$ cat config.mk
export PLATFORM = sky130hd
export DESIGN_NAME = mem_port_arbiter
export DESIGN_NICKNAME = d
export VERILOG_FILES = /design/src/rtl/riscv_defs.sv /design/src/rtl/starve_counter.sv /design/src/rtl/mem_port_arbiter.sv
export SDC_FILE = /design/constraint.sdc
export NUM_CORES = 1
export LEC_CHECK = 0
export CAP_MARGIN = 20
export CORE_MARGIN = 3
export CORE_UTILIZATION = 21
export DETAILED_ROUTE_END_ITERATION = 10
export GPL_ROUTABILITY_DRIVEN = 0
export PLACE_DENSITY = 0.86
export SLEW_MARGIN = 20
export SYNTH_ARGS = -nofsm -noshare
export SYNTH_HDL_FRONTEND = slang
export SYNTH_SLANG_ARGS = --single-unit
$ cat constraint.sdc
create_clock -name clk_i -period 1.5 [get_ports clk_i]
set_input_delay 0.225 -clock clk_i [delete_from_list [all_inputs] [get_ports clk_i]]
set_output_delay 0.225 -clock clk_i [all_outputs]
set_load 0.01 [all_outputs]
$ cat src/rtl/riscv_defs.sv
// Shared core definitions: RAM geometry and memory-port owner encodings.
// Imported by the arbiter, the core stages and the RAM wrapper.
package riscv_defs;

  localparam int unsigned ADDR_W = 16;
  localparam int unsigned DATA_W = 16;

  typedef enum logic [1:0] {
    OWN_NONE  = 2'd0,
    OWN_IF    = 2'd1,
    OWN_LS_RD = 2'd2,
    OWN_LS_WR = 2'd3
  } owner_e;

  function automatic logic owner_is_ls(owner_e o);
    return (o == OWN_LS_RD) || (o == OWN_LS_WR);
  endfunction

endpackage

$ cat src/rtl/starve_counter.sv
// Saturating counter of consecutive LS grants that kept a waiting fetch out.
// Clear wins over increment; sat_o flags that fetch must be served next.
module starve_counter #(
  parameter int unsigned MaxCount = 3
) (
  input  logic clk_i,
  input  logic rst_ni,
  input  logic clr_i,
  input  logic inc_i,
  output logic sat_o
);

  localparam int unsigned CntW = $clog2(MaxCount + 1);

  logic [CntW-1:0] cnt_q;
  logic [CntW-1:0] cnt_d;

  assign sat_o = (cnt_q == CntW'(MaxCount));

  always_comb begin
    cnt_d = cnt_q;
    if (clr_i) begin
      cnt_d = '0;
    end else if (inc_i && !sat_o) begin
      cnt_d = cnt_q + 1'b1;
    end
  end

  always_ff @(posedge clk_i) begin
    if (!rst_ni) begin
      cnt_q <= '0;
    end else begin
      cnt_q <= cnt_d;
    end
  end

endmodule

$ cat src/rtl/mem_port_arbiter.sv
// Single-port RAM arbiter between fetch (read-only) and load/store.
// LS has priority, bounded by a starvation counter that forces a fetch grant.
module mem_port_arbiter
  import riscv_defs::*;
#(
  parameter int unsigned AddrWidth  = ADDR_W,
  parameter int unsigned DataWidth  = DATA_W,
  parameter int unsigned LsMaxBurst = 3
) (
  input  logic                 clk_i,
  input  logic                 rst_ni,
  input  logic                 if_req_i,
  input  logic [AddrWidth-1:0] if_addr_i,
  output logic                 if_gnt_o,
  output logic                 if_rsp_valid_o,
  output logic [DataWidth-1:0] if_rdata_o,
  input  logic                 ls_req_i,
  input  logic                 ls_we_i,
  input  logic [AddrWidth-1:0] ls_addr_i,
  input  logic [DataWidth-1:0] ls_wdata_i,
  output logic                 ls_gnt_o,
  output logic                 ls_rsp_valid_o,
  output logic [DataWidth-1:0] ls_rdata_o,
  output logic                 mem_en_o,
  output logic                 mem_we_o,
  output logic [AddrWidth-1:0] mem_addr_o,
  output logic [DataWidth-1:0] mem_wdata_o,
  input  logic [DataWidth-1:0] mem_rdata_i
);

  owner_e owner_q;
  owner_e owner_d;
  logic   sat;
  logic   if_win;
  logic   ls_win;

  assign if_win = rst_ni & if_req_i & (~ls_req_i | sat);
  assign ls_win = rst_ni & ls_req_i & ~if_win;

  assign if_gnt_o = if_win;
  assign ls_gnt_o = ls_win;

  starve_counter #(
    .MaxCount (LsMaxBurst)
  ) u_starve (
    .clk_i  (clk_i),
    .rst_ni (rst_ni),
    .clr_i  (if_win | ~if_req_i),
    .inc_i  (ls_win & if_req_i),
    .sat_o  (sat)
  );

  always_comb begin
    owner_d     = OWN_NONE;
    mem_en_o    = 1'b0;
    mem_we_o    = 1'b0;
    mem_addr_o  = '0;
    mem_wdata_o = '0;
    unique case (1'b1)
      if_win: begin
        owner_d    = OWN_IF;
        mem_en_o   = 1'b1;
        mem_addr_o = if_addr_i;
      end
      ls_win: begin
        owner_d     = ls_we_i ? OWN_LS_WR : OWN_LS_RD;
        mem_en_o    = 1'b1;
        mem_we_o    = ls_we_i;
        mem_addr_o  = ls_addr_i;
        mem_wdata_o = ls_we_i ? ls_wdata_i : '0;
      end
      default: ;
    endcase
  end

  always_ff @(posedge clk_i) begin
    if (!rst_ni) begin
      owner_q <= OWN_NONE;
    end else begin
      owner_q <= owner_d;
    end
  end

  // Gating with rst_ni drops a response whose grant is being reset away.
  assign if_rsp_valid_o = rst_ni & (owner_q == OWN_IF);
  assign ls_rsp_valid_o = rst_ni & owner_is_ls(owner_q);

  assign if_rdata_o = if_rsp_valid_o ? mem_rdata_i : '0;
  assign ls_rdata_o = (ls_rsp_valid_o && owner_q == OWN_LS_RD)
                    ? mem_rdata_i : '0;

endmodule

## Word-level counts from Yosys, hierarchy flattened

Cells that the tools add are included.
W data, S select, Z words.

| word-level totals | value |
|---|---|
| output and inout bits | 70 |
| input port bits | 69 |
| word-level logic and storage cells | 35 |
| flip-flop bits (word level) | 4 |

| cells by class | value |
|---|---|
| bitwise logic cells | 13 |
| equality and inequality tests | 4 |
| reductions and logical operators | 6 |
| $add $sub $neg | 1 |
| multiplexer cells | 9 |

Operator list:

| cell | number |
|---|---|
| $mux W16 | 4 |
| $pmux W16 S2 | 1 |
| $and A1 B1 Y1 | 7 |
| $eq A2 B2 Y1 const B | 3 |
| $not A1 Y1 | 4 |
| $pmux W2 S2 | 1 |
| $reduce_or A2 Y1 | 2 |
| $mux W1 | 3 |
| $add A2 B1 Y2 const B | 1 |
| $eq A2 B1 Y1 const B | 1 |
| $logic_and A1 B1 Y1 | 2 |
| $or A1 B1 Y1 | 2 |
| $logic_not A1 Y1 | 1 |
| $logic_or A1 B1 Y1 | 1 |

## Logic depth before layout (Yosys ltp)

Gate-level depths: netlist of run 1.

| logic depth | value |
|---|---|
| depth after elaboration | 7 |
| mapped depth | 6 |
| mapped depth without buffers | 4 |

## By module

A second synthesis of run 1 with hierarchy kept.

| unflattened totals | value |
|---|---|
| cell total of the unflattened synthesis | 138 |
| area total of the unflattened synthesis | 859.6 µm² |

Modules (own cells, without submodules):

| module | sequential area each (µm²) | cells an instance | times used | area an instance (µm²) |
|---|---|---|---|---|
| mem_port_arbiter | 40.0 | 129 | 1 | 760.7 |
| starve_counter | 40.0 | 9 | 1 | 98.8 |

## Least setup slack after synthesis of run 1

No wires, ideal clock.

| path | value |
|---|---|
| path type | flip-flop to output port |
| start | register u_starve.cnt_q[0] |
| end | output port mem_addr_o[0] |
| stages on the path, launching flop included | 6 |
| path buffers | 1 |
| arrival | 1.209 ns |
| data required time | 1.275 ns |
| setup slack | 0.066 ns |
| cells stage by stage | dfxtp_1 -> ha_1 -> nand2b_1 -> nand2_1 -> buf_2 -> o22ai_1 |

| between the ends | value |
|---|---|
| word-level cells in the longest chain between the ends | 6 |

RTL lines:

| element | RTL line | text |
|---|---|---|
| start, declared | starve_counter.sv:15 | `logic [CntW-1:0] cnt_q;` |
| start signal, assigned | starve_counter.sv:33 | `cnt_q <= cnt_d;` |
| $eq A2 B2 Y1 * | starve_counter.sv:18 | `assign sat_o = (cnt_q == CntW'(MaxCount));` |
| $or A1 B1 Y1 * | mem_port_arbiter.sv:37 | `assign if_win = rst_ni & if_req_i & (~ls_req_i \| sat);` |
| $and A1 B1 Y1 * | mem_port_arbiter.sv:37 |  |
| $not A1 Y1 | mem_port_arbiter.sv:38 | `assign ls_win = rst_ni & ls_req_i & ~if_win;` |
| $and A1 B1 Y1 | mem_port_arbiter.sv:38 |  |
| $pmux W16 S2 * | mem_port_arbiter.sv:59 | `unique case (1'b1)` |
| end, declared | mem_port_arbiter.sv:26 | `output logic [AddrWidth-1:0] mem_addr_o,` |

Every way passes the cells marked *; elsewhere a longest branch is shown, timed or not.

## Worst setup path after layout of run 1

| path | value |
|---|---|
| start | register u_starve.cnt_q[0] |
| end | output port mem_wdata_o[15] |

| between the ends | value |
|---|---|
| word-level cells in the longest chain between the ends | 6 |

RTL lines:

| element | RTL line | text |
|---|---|---|
| $eq A2 B2 Y1 | starve_counter.sv:18 |  |
| $or A1 B1 Y1 | mem_port_arbiter.sv:37 |  |
| $and A1 B1 Y1 | mem_port_arbiter.sv:37 |  |
| $not A1 Y1 | mem_port_arbiter.sv:38 |  |
| $and A1 B1 Y1 | mem_port_arbiter.sv:38 |  |
| $mux W16 | mem_port_arbiter.sv:59 |  |
| end, declared | mem_port_arbiter.sv:27 | `output logic [DataWidth-1:0] mem_wdata_o,` |

No other way between the ends.

==> results.txt, run 1 <==
Core Footprint: 0.00349 sq mm
Most frequent cells in the layout: clkdlybuf4s50_1 (66), and2_1 (36), nand2_1 (35), clkbuf_2 (30), buf_2 (23)
Final worst slack: -194 ps
Vias: 1,485
Post-Syn Area: 795 sq um
Clock latency on the worst-skew pair: 220 ps
Tot GR Track Use: 21.0%
PwrDens: 366 mW/mm^2
Slowest CP cell: dfxtp_2
Area grow syn2layout: 219%
Die height: 67.5 um
Final Hold Fails: 0
Yosys cell types: 20
Clk buf depth: 2
Skew final: 1.29 ps
Crit. End Element: output port
Vias in the first global route: 1,401
Post-route DRC: 0
Outcome: finished, violations left
Failing checks: setup timing
Setup violators final: 34
First-pass detailed-route iteration total: 4
Total power: 0.000928 W
Critical Path Source: u_starve.cnt_q[0]
Worst-Margin Slew: 242 ps
Nets@finish: 359
Largest net degree at the start of global routing: 25
Worst r2r src: u_starve.cnt_q[0]
Routed len/inst: 15.8 um
Sw power: 0.000279 W
Tmin final: 1690 ps
Max VDD drop: 0.000512 V
Hold path startpoint: u_starve.cnt_q[0]
Layout cell share with drive strength beyond 1: 47.7%
Die width: 67.5 um
Number of diodes: 0
DRT Wirelength: 5250 um
P_leak: 1.23 nW
Initial antenna violation count: 0
Cells after synthesis: 130
Peak Freq: 0.590 GHz
CP max stage delay: 320 ps
CTS Hold Buffers Added: 0
Crit share post-route: 113%
DRT antenna net count: 0
Max_cap viols: 0
Comb pwr share: 62.7%
Port bufs: 138
Initial core utilization: 22.7%
Worst-path clk slew: 30 ps
Syn_nets: 200
Critical Path RT: 1270 ps
Yosys reg bits: 4
Net Sw Frac: 30.0%
Headroom to the max-slew limit: 83.9%
Sequential power share: 12.5%
Setup Crit Path Kind: reg2out
Root Buffer: clkbuf_8
Boundary pin count: 139
Overflow after GRT: 0
Die area: 0.00456 sq mm
Unrepaired setup endpoints after global routing: yes
FP Rows: 21
TritonCTS Buffers: 3
Via/cell ratio: 4.46
H-tree Lvls: 1
HPWL Detailed: 3790 um
Power share of the clock group: 24.8%
Startpoint Class: flop
CTS sink count: 4
Sequential-to-total area share from yosys stat: 10.1%
Max-slew violation count: 0
DR iter-0 viols: 19
Hold/Removal Path Class: reg2reg
Commonest non-fill, non-tap cell in the layout: clkdlybuf4s50_1
CTS tree: built
Syn_area_per_cell: 6.11 sq um
Arrival time worst endpoint: 1470 ps
Util after Layout: 72.6%
YS warnings: 0
Dpl ws: -610 ps
Cell Int Power: 0.000649 W
Crit-path cells: ha_4 -> nand2_2 -> and4_4 -> buf_12 -> buf_16 -> and2_4 -> buf_6
First-pass GRT wire length: 7160 um
Largest fanout on the critical path: 8
[power groups by stage]
| stage | logic (W) | registers [W] | clock network, W |
|---|---|---|---|
| finish | 0.000582 | 0.000116 | 0.000230 |
| CTS | 0.000573 | 0.000115 | 0.000238 |
| global route | 0.000618 | 0.000117 | 0.000249 |
| floorplan | 0.000149 | 0.000115 | 0 |
| global placement | 0.000492 | 0.000115 | 0 |
| detailed placement | 0.000502 | 0.000115 | 0 |
[what timing repair did]
item	in CTS	in global routing
setup buffers	8	1
gates resized for setup	257	61
pin swaps	26	1
hold endpoints to repair	0	0
setup endpoints to repair	70	67
gates cloned	4	1
[area by class of cell]
class                      instances  area [sq um]
multi-input combinational        115           830
clock buffer                       3          41.3
timing repair buffer             164          1520
sequential                         4          83.8
tap                               46          57.6
fill                             300           958
inverter                           1          3.75
[per-layer routing]
metal  global-route usage, %  vias up  part of all wire [%]
met4                    4.56        0                   1.0
met5                       0        -                     0
li1                        -      743                     -
met3                    6.49        6                    11
met1                    19.7      652                    34
met2                    43.0       84                    54
[critical path, delay by kind of cell, from the launching register on]
| kind | cells | cell delay (ps) |
|---|---|---|
| fa+ha+maj | 1 | 160 |
| buf+inv | 3 | 310 |
| flops | 1 | 320 |
| simple gates | 3 | 450 |
[worst paths after layout]
kind,to,slack (ps),cells after the start
setup / recovery,mem_wdata_o[15],-190,7
hold / removal,u_starve.cnt_q[0],430,1
setup reg to reg,owner_q[0],230,6
hold reg to reg,u_starve.cnt_q[0],430,1
[metrics by stage]
stage	std cells	area, sq um	setup TNS, ps	hold slack (ps)
floorplan	130	795	0	370
global placement	317	2300	-36240	416
detailed placement	317	2300	-38120	425
CTS	332	2630	-4800	431
global route	333	2540	-5980	452
finish	333	2540	-4400	429
[flip-flops by register name (all words and copies together), names as in the netlist]
signal,flops
owner_q,2
u_starve.cnt_q,2
[Yosys cell counts, drive strengths merged]
cell | instances | area [sq um]
o22ai | 16 | 100
buf | 7 | 41.3
inv | 1 | 3.75
clkbuf | 3 | 11.3
and2 | 49 | 329
ha | 1 | 12.5
and4 | 1 | 8.76
nor3 | 2 | 10.0
dfxtp | 4 | 80.1
nand2b | 1 | 6.26
and3b | 1 | 8.76
a21boi | 1 | 7.51
o21a | 1 | 7.51
nor2b | 1 | 6.26
and3 | 2 | 12.5
nor2 | 1 | 3.75
nand2 | 38 | 145
[cell families after synthesis]
group | synth area share, %
and+or+nand+nor | 66.8
AOI/OAI and AO/OA | 14.5
buffers and inverters | 7.09
DFF | 10.1
adders and majority gates | 1.57
No activity file was read; power rests on OpenSTA's default activity.
==> run 2: changes to the inputs <==
--- a/config.mk
+++ b/config.mk
@@ -5,12 +5,15 @@
 export SDC_FILE = /design/constraint.sdc
 export NUM_CORES = 1
 export LEC_CHECK = 0
+export ABC_AREA = 1
 export CAP_MARGIN = 20
 export CORE_MARGIN = 3
-export CORE_UTILIZATION = 21
+export CORE_UTILIZATION = 23
+export CTS_BUF_LIST = sky130_fd_sc_hd__clkbuf_8
 export DETAILED_ROUTE_END_ITERATION = 10
 export GPL_ROUTABILITY_DRIVEN = 0
-export PLACE_DENSITY = 0.86
+export GPL_TIMING_DRIVEN = 0
+export PLACE_DENSITY = 0.88
 export SLEW_MARGIN = 20
 export SYNTH_ARGS = -nofsm -noshare
 export SYNTH_HDL_FRONTEND = slang
==> results.txt, run 2 <==
Outcome: finished, violations left
Failing checks: setup timing
Vias in the first global route: 1,523 (+8.7%)
WHS Endpoint: owner_q[0]
Final instance area: 0.00260 sq mm (+2.4%)
Post-Syn Area: 876 sq um (+10%)
Ys flop type: dfxtp_1
Yosys reg bits: 4 (unchanged)
Syn_area_per_cell: 5.28 sq um (-14%)
Max-slew violation count: 0 (unchanged)
DRT Wirelength: 4840 um (-7.8%)
Headroom to the max-slew limit: 74.7% (-9.2 points)
Via/cell ratio: 4.35 (-2.4%)
PwrDens: 353 mW/mm^2 (-3.5%)
Initial core utilization: 25.1% (+2.3 points)
TritonCTS Buffers: 3 (unchanged)
Syn_nets: 236 (+18%)
Hold/Removal Path Class: in2reg
Die height: 67.7 um (+0.30%)
Overflow after GRT: 0 (unchanged)
Die width: 67.7 um (+0.30%)
Synth async-reset ratio: 0% (unchanged)
First-pass GRT wire length: 6660 um (-6.9%)
YS warnings: 0 (unchanged)
Peak Freq: 0.608 GHz (+3.0%)
Worst r2r src: u_starve.cnt_q[0]
Number of diodes: 0 (unchanged)
Tot GR Track Use: 19.0% (-2.0 points)
Max VDD drop: 0.000255 V (-50%)
First-pass detailed-route iteration total: 4 (unchanged)
Final setup TNS: -3040 ps (+1360 ps)
Layout cell share with drive strength beyond 1: 50.6% (+2.9 points)
Setup Crit Path Kind: reg2out
Boundary pin count: 139 (unchanged)
Worst R2R End: owner_q[0]
Multi-input logic area: 808 sq um (-2.6%)
Core Footprint: 0.00349 sq mm (unchanged)
Dpl ws: -748 ps (-138 ps)
Commonest non-fill, non-tap cell in the layout: clkdlybuf4s50_1
R2R depth: 8 (+2)
DR iter-0 viols: 73 (+54)
Largest net degree at the start of global routing: 11 (-56%)
Biggest regs: owner_q: 2 flops, u_starve.cnt_q: 2 flops
Filler cell count: 258 (-14%)
Worst reg2reg setup slack: 270 ps (+40 ps)
Dpl cells: 349 (+10%)
Final Hold Fails: 0 (unchanged)
Max_cap viols: 0 (unchanged)
Die area: 0.00458 sq mm (+0.59%)
Root Buffer: clkbuf_8
Skew final: 1.28 ps (-0.00895 ps)
Crit-path cells: ha_4 -> inv_4 -> nand2_4 -> nand2_8 -> buf_6 -> buf_4 -> nand3_1 -> nand2_1 -> buf_2
Arrival time worst endpoint: 1420 ps (-50 ps)
Yosys cell types: 20 (unchanged)
Clock latency on the worst-skew pair: 220 ps (about the same)
H-tree Lvls: 1 (unchanged)
Slowest CP cell: dfxtp_2
Largest area contributor in the netlist: nand2_1
FF+latch area: 83.8 sq um (unchanged)
Synth cell count leaders: nand2_1 (53), nor2_1 (40), inv_1 (24), nand3_1 (16), nor2_4 (10)
Most frequent cell after synthesis: nand2_1
CTS sink count: 4 (unchanged)
Top cells by area, synth: nand2_1 (23%), nor2_1 (17%), nor2_4 (13%), inv_1 (10%), dfxtp_1 (9.1%)
P_leak: 1.38 nW (+13%)
Critical Path RT: 1270 ps (about the same)
CTS tree: built
CP max stage delay: 320 ps (about the same)
CTS Hold Buffers Added: 0 (unchanged)
Clk buf depth: 2 (unchanged)
Final worst slack: -145 ps (+49.6 ps)
FP Rows: 21 (unchanged)
DRT antenna net count: 0 (unchanged)
HPWL Detailed: 3290 um (-13%)
Startpoint Class: flop
Post-synth EDFFs: 0 (unchanged)
Initial antenna violation count: 0 (unchanged)
Largest fanout on the critical path: 6 (-2)
Worst-path clk slew: 30 ps (about the same)
Most frequent cells in the layout: clkdlybuf4s50_1 (64), nand2_1 (42), buf_2 (33), buf_6 (32)
Routed len/inst: 12.8 um (-19%)
Unrepaired setup endpoints after global routing: yes
Sequential-to-total area share from yosys stat: 9.14% (-0.94 points)
Port bufs: 137 (-0.72%)
Setup violators final: 34 (unchanged)
Hold path depth: 3 (+2)
Area grow syn2layout: 197%
Critical path buffer and inverter count: 4 (+1)
Cells after synthesis: 166 (+28%)
Yosys top cell area share: 22.7% (-8.8 points)
CP delay by family, top: buffers and inverters
Total power: 0.000917 W (-1.1%)
Worst-Margin Slew: 379 ps (+138 ps)
Nets@finish: 404 (+13%)
Final std cells w/o fill: 378 (+14%)
Hold path startpoint: ls_we_i
Placed cell area: 0.00230 sq mm (about the same)
Tmin final: 1640 ps (-49.6 ps)
Crit. End Element: output port
Crit share post-route: 110% (-3.3 points)
Vias: 1,645 (+11%)
Post-route DRC: 0 (unchanged)
==> run 2: cell types whose count changed after synthesis, moves of 3 or more <==
| cell | change |
|---|---|
| nand2_1 | +16 |
| nand3_1 | +16 |
| buf_2 | -4 |
| and2_1 | -40 |
| nor2_4 | +10 |
| and2_4 | -9 |
| buf_4 | +3 |
| nor2_1 | +39 |
| inv_1 | +23 |
| o22ai_1 | -16 |
==> run 2: power breakdown <==
part           internal, W  leakage (nW)  total, W  switching (W)
sequential        0.000113        0.0341  0.000116     0.00000327
combinational     0.000330          1.33  0.000573       0.000243
clock             0.000171        0.0216  0.000228      0.0000568
==> run 2: logic make-up (layout without fill, tap and decap cells) <==
family	count (synthesis)	in the layout	share of synthesized area (%)
flip-flops	4	4	9.14
AO/OA/AOI/OAI	2	2	2.43
buffers and inverters	34	200	19.7
adder cells (fa/ha/maj)	1	1	1.43
AND/OR/NAND/NOR	125	125	67.3
==> run 2: area by class of cell <==
cell class | count | share of cell area [%]
plain buffers | 9 | 3.42
clock buffers | 3 | 1.59
inverters | 25 | 3.71
multi-input cells | 128 | 31.1
flip-flops and latches | 4 | 3.23
well taps | 46 | 2.22
repair buffers | 163 | 54.7
==> run 2: worst max path at each step <==
stage / from / to / cells past startpoint
global route: u_starve.cnt_q[1] / mem_addr_o[15] / 9
floorplan: u_starve.cnt_q[0] / mem_wdata_o[10] / 7
CTS: u_starve.cnt_q[0] / mem_addr_o[9] / 9
detailed placement: rst_ni / if_rdata_o[6] / 7
finish: u_starve.cnt_q[0] / mem_addr_o[4] / 9
global placement: rst_ni / if_rdata_o[8] / 7
==> run 2: worst register-to-register path, delay by kind of cell (launching register included) <==
family	cells	cell delay (ps)
fa+ha+maj	1	160
buf+inv	4	380
flops	1	320
simple gates	2	180
compound gates	1	60
==> run 2: timing repair <==
| item | 4_1_cts | 5_1_grt |
|---|---|---|
| pin swaps | 12 | 14 |
| gates resized for setup | 274 | 81 |
| setup endpoints to repair | 70 | 64 |
| setup buffers | 19 | 5 |
| cloned | 2 | 1 |
==> run 2: routing by layer <==
| metal | up-vias | routed length (um) | track usage (%) |
|---|---|---|---|
| met2 | 99 | 2530 | 35.8 |
| met4 | 0 | 82 | 8.10 |
| met3 | 8 | 616 | 6.16 |
| met5 | - | 0 | 0 |
| met1 | 717 | 1610 | 18.6 |
| li1 | 821 | - | - |
==> run 2: per-stage QoR <==
| step | util [%] | hold slack, ps |
|---|---|---|
| 6_report | 74.3 | 379 |
| 5_1_grt | 74.3 | 422 |
| 4_1_cts | 70.6 | 354 |
| 3_5_place_dp | 66.0 | 440 |
| 3_3_place_gp | 66.0 | 422 |
| 2_1_floorplan | - | 408 |
==> run 3: changes to the inputs <==
--- a/config.mk
+++ b/config.mk
@@ -13,7 +13,8 @@
 export DETAILED_ROUTE_END_ITERATION = 10
 export GPL_ROUTABILITY_DRIVEN = 0
 export GPL_TIMING_DRIVEN = 0
-export PLACE_DENSITY = 0.88
+export HOLD_SLACK_MARGIN = 0.06
+export PLACE_DENSITY_LB_ADDON = 0.12
 export SLEW_MARGIN = 20
 export SYNTH_ARGS = -nofsm -noshare
 export SYNTH_HDL_FRONTEND = slang
==> results.txt, run 3 (synthesis results as in run 2) <==
Outcome: finished, violations left
Failing checks: setup timing
Overflow after GRT: 0 (unchanged)
Crit-path cells: ha_4 -> inv_4 -> nand2_4 -> nand2_8 -> buf_6 -> buf_12 -> nand3_2 -> nand2_1 -> buf_2
CTS sink count: 4 (unchanged)
Tmin final: 1610 ps (-30.0 ps)
Hold/Removal Path Class: reg2reg
Vias: 1,631 (-0.85%)
Post-route DRC: 0 (unchanged)
M1 GR Usage: 17.6% (-1.0 points)
Skew final: 0.239 ps (-1.05 ps)
Worst-path clk slew: 30 ps (about the same)
Slowest CP cell: dfxtp_2
Final hold slack: 424 ps (+45.4 ps)
GR Layer Usage met3: 7.49% (+1.3 points)
Initial core utilization: 25.1% (unchanged)
Setup violators final: 36 (+5.9%)
Max-slew violation count: 0 (unchanged)
Arrival time worst endpoint: 1390 ps (-30 ps)
Die height: 67.7 um (unchanged)
Crit share post-route: 108% (-2.0 points)
TritonCTS Buffers: 3 (unchanged)
DRT antenna net count: 0 (unchanged)
Final Hold Fails: 0 (unchanged)
First-pass detailed-route iteration total: 4 (unchanged)
Via/cell ratio: 4.41 (+1.3%)
Die width: 67.7 um (unchanged)
Unrepaired setup endpoints after global routing: yes
Headroom to the max-slew limit: 74.1% (-0.60 points)
CP max stage delay: 320 ps (about the same)
Most frequent cells in the layout: clkdlybuf4s50_1 (66), nand2_1 (48), buf_2 (31), buf_6 (29), nor2_1 (24)
Commonest non-fill, non-tap cell in the layout: clkdlybuf4s50_1
Initial antenna violation count: 0 (unchanged)
Largest fanout on the critical path: 5 (-1)
Largest net degree at the start of global routing: 11 (unchanged)
Clock latency on the worst-skew pair: 220 ps (about the same)
Max_cap viols: 0 (unchanged)
Hold path depth: 1 (-2)
Tot GR Track Use: 18.1% (-0.88 points)
Area grow syn2layout: 198%
DR iter-0 viols: 24 (-67%)
Number of diodes: 0 (unchanged)
CTS tree: built
CTS Hold Buffers Added: 0 (unchanged)
HPWL Detailed: 3290 um (-0.18%)
Worst-Margin Slew: 388 ps (+8.98 ps)
DRT Wirelength: 4490 um (-7.3%)
Boundary pin count: 139 (unchanged)
Vias in the first global route: 1,417 (-7.0%)
Max VDD drop: 0.000203 V (-20%)
Die area: 0.00458 sq mm (unchanged)
PwrDens: 350 mW/mm^2 (-0.88%)
P_leak: 1.33 nW (-3.6%)
Startpoint Class: flop
Final worst slack: -115 ps (+30.0 ps)
Filler cell count: 287 (+11%)
Root Buffer: clkbuf_8
First-pass GRT wire length: 6310 um (-5.2%)
Crit. End Element: output port
Nets@finish: 396 (-2.0%)
Clk buf depth: 2 (unchanged)
H-tree Lvls: 1 (unchanged)
Core Footprint: 0.00349 sq mm (unchanged)
FP Rows: 21 (unchanged)
Final setup TNS: -1810 ps (+1230 ps)
Port bufs: 137 (unchanged)
Layout cell share with drive strength beyond 1: 47.5% (-3.1 points)
Setup Crit Path Kind: reg2out
Peak Freq: 0.619 GHz (+1.9%)
Most Used Layer, Global Route: met2
R2R depth: 8 (unchanged)
Routed len/inst: 12.1 um (-5.2%)
Biggest regs: owner_q: 2 flops, u_starve.cnt_q: 2 flops
Critical Path RT: 1270 ps (about the same)
Dpl ws: -757 ps (-8.72 ps)
Met2 Track Usage GR: 33.4% (-2.4 points)
## run 3: cell types whose count changed in the layout (fill, tap and decap cells not counted), sizes merged
cell	change
nand2	+1
clkdlybuf4s50	+2
dlygate4sd2	+1
inv	-1
dlymetal6s2s	-2
buf	-9
clkinv	+1
clkbuf	-2
clkdlybuf4s15	+1
## run 3: layout make-up
class                      instances  area (sq um)  share of cell area, %
inverter                          25           104                   3.98
sequential                         4          83.8                   3.21
tap                               46          57.6                   2.21
buffer                             9          96.3                   3.69
timing repair buffer             154          1390                   53.4
clock buffer                       3          41.3                   1.58
multi-input combinational        129           832                   31.9
## run 3: per-layer routing
| metal | part of all wire (%) | wire length, um |
|---|---|---|
| met5 | 0 | 0 |
| met4 | 1.4 | 64 |
| met2 | 52 | 2310 |
| met3 | 14 | 622 |
| met1 | 33 | 1490 |
## run 3: repair_timing
item	CTS	global route
endpoints found under the hold margin	0	0
buffers inserted	11	4
pin swaps	12	11
gates cloned	4	0
gates resized for setup	281	72
endpoints found under the setup margin	70	66
## run 3: power breakdown
part	switching, W	internal, W	total, W
Clock	0.0000541	0.000171	0.000225
Sequential	0.00000314	0.000113	0.000116
Combinational	0.000243	0.000329	0.000572
## run 3: worst max-delay path, delay by kind of cell (launching register included)
family / cells / cell delay (ps)
simple gates: 4 / 280
fa+ha+maj: 1 / 160
flops: 1 / 320
buf+inv: 4 / 410
## run 3: metrics by stage
step           util [%]  cells  cell area [sq um]  power (W)
2_1_floorplan         -    166                876   0.000291
3_3_place_gp       66.0    349               2300   0.000613
3_5_place_dp       66.0    349               2300   0.000618
4_1_cts            72.1    367               2520   0.000881
5_1_grt            74.6    370               2610   0.000976
6_report           74.6    370               2610   0.000913
## run 3: worst paths after layout
| check | from | to | slack (ps) |
|---|---|---|---|
| worst min-delay path | u_starve.cnt_q[0] | u_starve.cnt_q[0] | 420 |
| worst max-delay path | u_starve.cnt_q[0] | mem_addr_o[8] | -110 |
| worst max register to register | u_starve.cnt_q[0] | owner_q[0] | 280 |
| worst min register to register | u_starve.cnt_q[0] | u_starve.cnt_q[0] | 420 |
